**src/rtl/upower_pkg.sv**
```systemverilog
// Shared definitions for the store unit: store opcodes, FSM state type and
// the opcode-to-byte-count decode.
package upower_pkg;

   localparam logic [5:0] OP_STB = 6'd38;
   localparam logic [5:0] OP_STH = 6'd44;
   localparam logic [5:0] OP_STW = 6'd36;
   localparam logic [5:0] OP_STD = 6'd62;

   typedef enum logic [1:0] {
      IDLE = 2'd0,
      XFER = 2'd1,
      DONE = 2'd2
   } state_t;

   // Number of bytes written by a store opcode; 0 marks an unsupported opcode.
   function automatic logic [3:0] byte_count(input logic [5:0] op);
      case (op)
         OP_STB:  byte_count = 4'd1;
         OP_STH:  byte_count = 4'd2;
         OP_STW:  byte_count = 4'd4;
         OP_STD:  byte_count = 4'd8;
         default: byte_count = 4'd0;
      endcase
   endfunction

endpackage

```
**src/rtl/store_byte_sel.sv**
```systemverilog
// Big-endian byte picker: byte k of an N-byte store is the k-th most
// significant byte of the low N bytes of the store data.
module store_byte_sel (
   input  logic [63:0] data,
   input  logic [3:0]  nbytes,
   input  logic [2:0]  idx,
   output logic [7:0]  wdata
);

   logic [3:0] pos;

   // Byte position counted from the LSB is N-1-k; shift it down to bits [7:0].
   always_comb begin
      pos   = nbytes - 4'd1 - {1'b0, idx};
      wdata = 8'(data >> {pos, 3'b000});
   end

endmodule

```
**src/rtl/store_unit.sv**
```systemverilog
// Byte-serial store unit: computes the effective address of a stb/sth/stw/std,
// then writes the store data to memory one byte per acknowledged cycle,
// most significant byte first.
module store_unit
   import upower_pkg::*;
(
   input  logic        clk,
   input  logic        rst,
   input  logic        start,
   input  logic [5:0]  opcode,
   input  logic [4:0]  ra,
   input  logic [63:0] ReadData1,
   input  logic [63:0] ReadData2,
   input  logic [15:0] disp,
   output logic        mem_req,
   output logic [63:0] mem_addr,
   output logic [7:0]  mem_wdata,
   input  logic        mem_ack,
   output logic        busy,
   output logic        done,
   output logic        error
);

   state_t      state, state_nx;
   logic [63:0] data_q;
   logic [63:0] ea_q;
   logic [3:0]  nbytes_q;
   logic [2:0]  cnt;
   logic        err_q;

   logic [3:0]  nbytes_in;
   logic [63:0] base;
   logic [63:0] ext;
   logic [63:0] ea_in;
   logic        illegal;
   logic        last;
   logic [7:0]  sel_byte;

   store_byte_sel u_sel (
      .data   (data_q),
      .nbytes (nbytes_q),
      .idx    (cnt),
      .wdata  (sel_byte)
   );

   // Request decode: byte count, effective address and legality of the inputs.
   always_comb begin
      nbytes_in = byte_count(opcode);
      base      = (ra == 5'd0) ? 64'd0 : ReadData2;
      if (opcode == OP_STD) ext = {{48{disp[15]}}, disp[15:2], 2'b00};
      else                  ext = {{48{disp[15]}}, disp};
      ea_in     = base + ext;
      illegal   = (nbytes_in == 4'd0) || ((opcode == OP_STD) && (disp[1:0] != 2'b00));
      last      = ({1'b0, cnt} == (nbytes_q - 4'd1));
   end

   // Next-state and output decode; address/data are forced to 0 outside XFER.
   always_comb begin
      state_nx = state;
      mem_req  = 1'b0;
      busy     = 1'b1;
      done     = 1'b0;
      error    = 1'b0;
      case (state)
         IDLE: begin
            busy = 1'b0;
            if (start) state_nx = illegal ? DONE : XFER;
         end
         XFER: begin
            mem_req = 1'b1;
            if (mem_ack && last) state_nx = DONE;
         end
         DONE: begin
            done     = 1'b1;
            error    = err_q;
            state_nx = IDLE;
         end
         default: state_nx = IDLE;
      endcase
      mem_addr  = mem_req ? (ea_q + {61'd0, cnt}) : 64'd0;
      mem_wdata = mem_req ? sel_byte : 8'd0;
   end

   // Control state: FSM register, byte counter and latched error flag.
   always_ff @(posedge clk) begin
      if (rst) begin
         state <= IDLE;
         cnt   <= 3'd0;
         err_q <= 1'b0;
      end else begin
         state <= state_nx;
         if (state == IDLE && start) begin
            cnt   <= 3'd0;
            err_q <= illegal;
         end else if (state == XFER && mem_ack) begin
            cnt <= cnt + 3'd1;
         end
      end
   end

   // Request capture: inputs are only sampled on an accepted start.
   always_ff @(posedge clk) begin
      if (state == IDLE && start) begin
         data_q   <= ReadData1;
         ea_q     <= ea_in;
         nbytes_q <= nbytes_in;
      end
   end

endmodule
```
**config.mk**
```make
export PLATFORM = sky130hd
export DESIGN_NAME = store_unit
export DESIGN_NICKNAME = d
export VERILOG_FILES = /design/src/rtl/upower_pkg.sv /design/src/rtl/store_byte_sel.sv /design/src/rtl/store_unit.sv
export SDC_FILE = /design/constraint.sdc
export NUM_CORES = 1
export LEC_CHECK = 0
export ABC_CLOCK_PERIOD_IN_PS = 7900
export CAP_MARGIN = 25
export CORE_MARGIN = 4
export CORE_UTILIZATION = 35
export CTS_BUF_LIST = sky130_fd_sc_hd__clkbuf_8
export CTS_CLUSTER_SIZE = 10
export DETAILED_ROUTE_END_ITERATION = 7
export GPL_ROUTABILITY_DRIVEN = 0
export SKIP_LAST_GASP = 1
export SLEW_MARGIN = 10
export SYNTH_ARGS = -nofsm -noshare
export SYNTH_HDL_FRONTEND = slang
export SYNTH_SLANG_ARGS = --single-unit
```
**constraint.sdc**
```tcl
create_clock -name clk -period 7.9 [get_ports clk]
set_input_delay 1.185 -clock clk [delete_from_list [all_inputs] [get_ports clk]]
set_output_delay 1.185 -clock clk [all_outputs]
set_load 0.01 [all_outputs]
```
; ---- Yosys cells after proc, flatten, opt, wreduce, memory -nomap -nowiden
; Index checks and enable logic that the tools add are counted.
[word_totals]
output_inout_bits = 76
elab_cells = 45
in_bits = 159
ff_bits = 138
memories = 0
romBits = 0
mem_bits_rw = 0
latchBits = 0
[op_classes]
mux = 13
div = 0
bitwise_logic = 0
mul = 0
eq_ne = 9
n_addsub = 5
n_reduce_logical = 11
shifts = 1
magnitude_cmp = 0
[op_table]
columns = op, n
row1 = 64-bit two-way mux, 2
row2 = 64-bit by 3-bit adder with 64-bit output, 1
row3 = 64-bit adder, 1
row4 = 64-bit by 7-bit >> shifter with 8-bit output, 1
row5 = "6-bit equality test, second input constant", 4
row6 = 4-bit case mux with 4 select lines, 1
row7 = 2-bit two-way mux, 4
row8 = 8-bit two-way mux, 1
row9 = 5-bit logical NOT, 1
row10 = 3-bit by 4-bit equality test with 1-bit output, 1
row11 = 1-bit logical AND, 4
row12 = 4-bit logical NOT, 1
row13 = 1-bit two-way mux, 4
row14 = "2-bit inequality test, second input constant", 2
row15 = 2-bit case mux with 2 select lines, 1
row16 = "4-bit by 1-bit subtractor with 4-bit output, second input constant", 1
row17 = 4-bit by 3-bit subtractor with 4-bit output, 1
row18 = "3-bit by 1-bit adder with 3-bit output, second input constant", 1
row19 = "2-bit by 1-bit equality test with 1-bit output, second input constant", 1
row20 = "2-bit equality test, second input constant", 1
row21 = 2-bit logical NOT, 1
row22 = 2-bit AND reduction, 1
row23 = 2-bit nonzero test, 1
row24 = 2-bit OR reduction, 1
row25 = 1-bit logical OR, 1

; ---- Logic depth before layout (Yosys ltp)
[depth]
depth_word = 7
mapped_depth = 15

; ---- Hierarchy
; Synthesis repeated with hierarchy kept, for this count alone.
[hier_totals]
hier_cells = 1186
area_unflattened_um2 = 10964.3
[modules_own_cells]
columns = mod, area_each_um2, n_inst, cells_per_inst
row1 = store_unit, 10212.3, 1, 1105
row2 = store_byte_sel, 752.0, 1, 81

; ---- Worst setup path before layout
; OpenSTA, ideal clock, no wires.
[synth_timing]
kind = in2reg
start = input start
end = register data_q[0] (enable)
n_path_buf = 0
setup_ns = 0.631
t_arrival_ns = 6.799
path_slack_ns = 0.470
path_stages = 2
cell_sequence = inv_1 -> nor2_1
[synth_via]
elab_chain_cells = 1
[synth_rtl]
columns = element, line
row1 = "start, declared", store_unit.sv:9  ; input logic start,
row2 = 1-bit logical AND, store_unit.sv:103  ; if (state == IDLE && start) begin
row3 = "end signal, assigned", store_unit.sv:104  ; data_q <= ReadData1;
row4 = "end, declared", store_unit.sv:25  ; logic [63:0] data_q;
; Every way passes these cells.
; A chain may end at the register's enable or synchronous reset.

; ---- Final worst setup path
[layout_timing]
start = input ra[0]
end = register ea_q[57] (data pin)
[layout_via]
elab_chain_cells = 3
[layout_rtl]
columns = element, line
row1 = "start, declared", store_unit.sv:11  ; input logic [4:0] ra,
row2 = 5-bit logical NOT, store_unit.sv:49  ; base = (ra == 5'd0) ? 64'd0 : ReadData2;
row3 = 64-bit two-way mux, store_unit.sv:49
row4 = 64-bit adder, store_unit.sv:52  ; ea_in = base + ext;
row5 = named net ea_in[57], store_unit.sv:34  ; logic [63:0] ea_in;
row6 = "end signal, assigned", store_unit.sv:105  ; ea_q <= ea_in;
row7 = "end, declared", store_unit.sv:26  ; logic [63:0] ea_q;
; The timed path passes the listed nets, and every way through them passes these cells.

==> qor.txt <==
Startpoint types: input pin
DR pass1 iterations: 5
Post-layout min period: 5391 ps
Post-synth top area cell: edfxtp_1
Largest family of logic cells by synthesized area: simple AND/OR/NAND/NOR gates
Most frequent cells after synthesis: 132 x edfxtp_1, 127 x a21oi_1, 111 x nand2_1
Max Root-Sink Buffers: 2
Fmax: 185.5 MHz
CTS Buf Count: 17
Global Route Usage Sum: 17.98%
Sequential-to-total area share from yosys stat: 37.59%
Gate Count Post-Synth: 1176
Post-DR wirelength/cell: 17.34 um
RSZ-0062 raised after global routing: false
Area of the die: 33930 um2
Synthesized area: 10870 um2
Leakage: 5.125 nW
Yosys reg bits: 138
Vias post-DR: 9578
Layout area overhead: 29.08%
Worst EP required: 8080 ps
Total gr overflow: 0
Area contributors post-synth: edfxtp_1 36%, ha_1 8.2%, a21oi_1 5.8%
YS warnings: 0
Post-synth EDFFs: 132
Share of cells above drive strength 1: 6.108%
Post-cts gate resize count: 0
Max Slew Vio Count: 0
IO Pins: 235
Worst min path class: reg -> reg
Synth Area in Adders: 8.729%
CTS H-tree depth: 4
Worst vdd ir: 93.51 uV
Post-synth top area share: 36.48%
Largest net degree at the start of global routing: 65
Hpwl dp: 25.46 mm
Design Area, Final: 14020 um2
Row cnt: 64
Final worst slack: 2509 ps
Clock transition at path regs: 90 ps
DRT antenna net count: 0
WS Path Type: in -> reg
Setup_tns: 0 ps
Place WS: 2077 ps
Die H: 184.2 um
Filler Cell Count: 3006
Crit path DAT: 5570 ps
Die W: 184.2 um
Mean Syn Cell Area: 9.239 um2
IO buf count: 234
DP Area: 13600 um2
Mux cell area share after synthesis: 3.501%
Main synth FF type: edfxtp_1
First-pass GRT wire length: 48.80 mm
WL final: 31.29 mm
Clock latency on the worst-skew pair: 430 ps
Initial antenna violation count: 2
Cts hold-fix bufs: 0
CORE AREA: 30590 um2
Post-synthesis xor/xnor area fraction: 8.867%
Vias in the first global route: 9285
Util after Layout: 45.85%
Worst Clk Skew: 16.10 ps
Setup-failing EPs final: 0
Root Buffer: clkbuf_8
Vias per cell: 5.309
Async S/R FF share, synth: 0%
Syn Nets: 1409
Initial drt markers: 831
Status: completed
TritonCTS clock tree: yes
# DRC: 0
Worst slew pin tran: 970.3 ps
Hold Vio Cnt, Final: 0
Slew headroom: 35.31%
Crit Path Max Fanout: 21
Sink Count: 138
CP Capture Type: register
Period utilisation layout: 68.24%
Post-layout nets: 1628
PwrDens: 156.9 nW/um2
Post-synthesis cell type count: 72
Most common cell in the synthesized netlist: edfxtp_1
Simple-gate share of the synthesized area: 22.08%
Setup Fix Bufs, Post-CTS: 0
Starting Density: 35.52%
Ant diodes: 0
Synth Area in Compound Gates: 16.48%
Max_cap viols: 0
==> layer usage <==
layer	vias up	global-route usage [%]	share of wire, %
li1	4745	-	-
met5	-	0	0.054
met1	4497	23.20	44
met2	272	29.44	46
met4	4	7.867	4.2
met3	60	3.473	5.5
==> sequential cells by signal, summed over array words and instances (netlist names) <==
register and cells:
state 2, err_q 1, cnt 3, ea_q 64, nbytes_q 4, data_q 64
==> layout make-up <==
type / count / area, um2 / share of cell area, %
clock buffer: 18 / 247.7 / 1.766
clock inverter: 14 / 181.4 / 1.294
inverter: 34 / 127.6 / 0.9100
multi-input combinational: 963 / 6499 / 46.34
sequential: 138 / 4084 / 29.12
tap: 396 / 495.5 / 3.533
timing repair buffer: 241 / 2390 / 17.04
==> worst paths after layout <==
| path | start | to | slack [ps] | cells after the start |
|---|---|---|---|---|
| min | state[1]$_SDFFE_PP0P_ | state[1]$_SDFFE_PP0P_ | 470 | 1 |
| min reg2reg | state[1]$_SDFFE_PP0P_ | state[1]$_SDFFE_PP0P_ | 470 | 1 |
| max | ra[0] | ea_q[57]$_DFFE_PP_ | 2510 | 14 |
| max reg2reg | state[1]$_SDFFE_PP0P_ | data_q[40]$_DFFE_PP_ | 5720 | 3 |
==> power by group <==
group | leakage [nW] | internal (mW) | switching (mW) | total [mW]
combinational | 3.59 | 0.287 | 0.334 | 0.621
clock | 0.219 | 0.349 | 0.274 | 0.624
sequential | 1.32 | 0.904 | 0.0513 | 0.956
total | 5.12 | 1.54 | 0.660 | 2.20
==> per-stage QoR <==
stage	power, mW	instances	hold WS, ps
2_1_floorplan	1.375	1176	419.1
3_3_place_gp	1.584	1772	446.6
3_5_place_dp	1.591	1772	451.6
4_1_cts	2.218	1804	464.8
5_1_grt	2.334	1804	495.3
6_report	2.201	1804	474.0
==> worst max-delay path, cell delays in order <==
cell and delay [ps]:
clkdlybuf4s50_1 400, or4_1 590, nor2_4 490, buf_4 340, nor2b_1 80, ha_1 430
nand2_1 160, nor4_1 520, nand4_1 200, a211oi_1 430, a211oi_1 170, o21ai_1 300
a21oi_1 130, xnor2_1 140
==> placed cells by master, fill, tap and decap left out, types with 3 or more instances in the layout <==
master / synthesis / routed
a21o_1: 33 / 33
a31oi_1: 9 / 9
o21a_1: 6 / 6
o21ai_1: 11 / 11
buf_4: 0 / 7
and2_1: 8 / 8
or2_2: 5 / 5
a211oi_2: 3 / 3
and3_1: 13 / 13
inv_1: 34 / 37
nor2b_1: 75 / 75
ha_1: 71 / 71
nand2_1: 111 / 111
bufinv_16: 0 / 4
clkinvlp_4: 0 / 3
and4_1: 8 / 8
mux4_2: 16 / 16
xor2_1: 42 / 42
nor3_1: 18 / 18
clkbuf_8: 0 / 18
or3_1: 25 / 25
o21ai_0: 62 / 62
dfxtp_1: 6 / 6
o21bai_1: 14 / 14
nand3_1: 23 / 23
fa_1: 3 / 3
nor4_1: 8 / 8
a21oi_1: 127 / 127
clkdlybuf4s50_1: 0 / 233
nand4_1: 30 / 30
a211oi_1: 4 / 4
xnor2_1: 68 / 68
edfxtp_1: 132 / 132
nor2_1: 109 / 107
nand2b_1: 10 / 9
==> cells by family (layout without fill, tap and decap cells) <==
family          Yosys count  in the layout
buf+inv                  75            307
compound gates          297            297
flops                   138            138
fa+ha+maj                74             74
xor+xnor                110            110
mux                      18             18
simple gates            464            464
(Power assumes the default switching activity.)
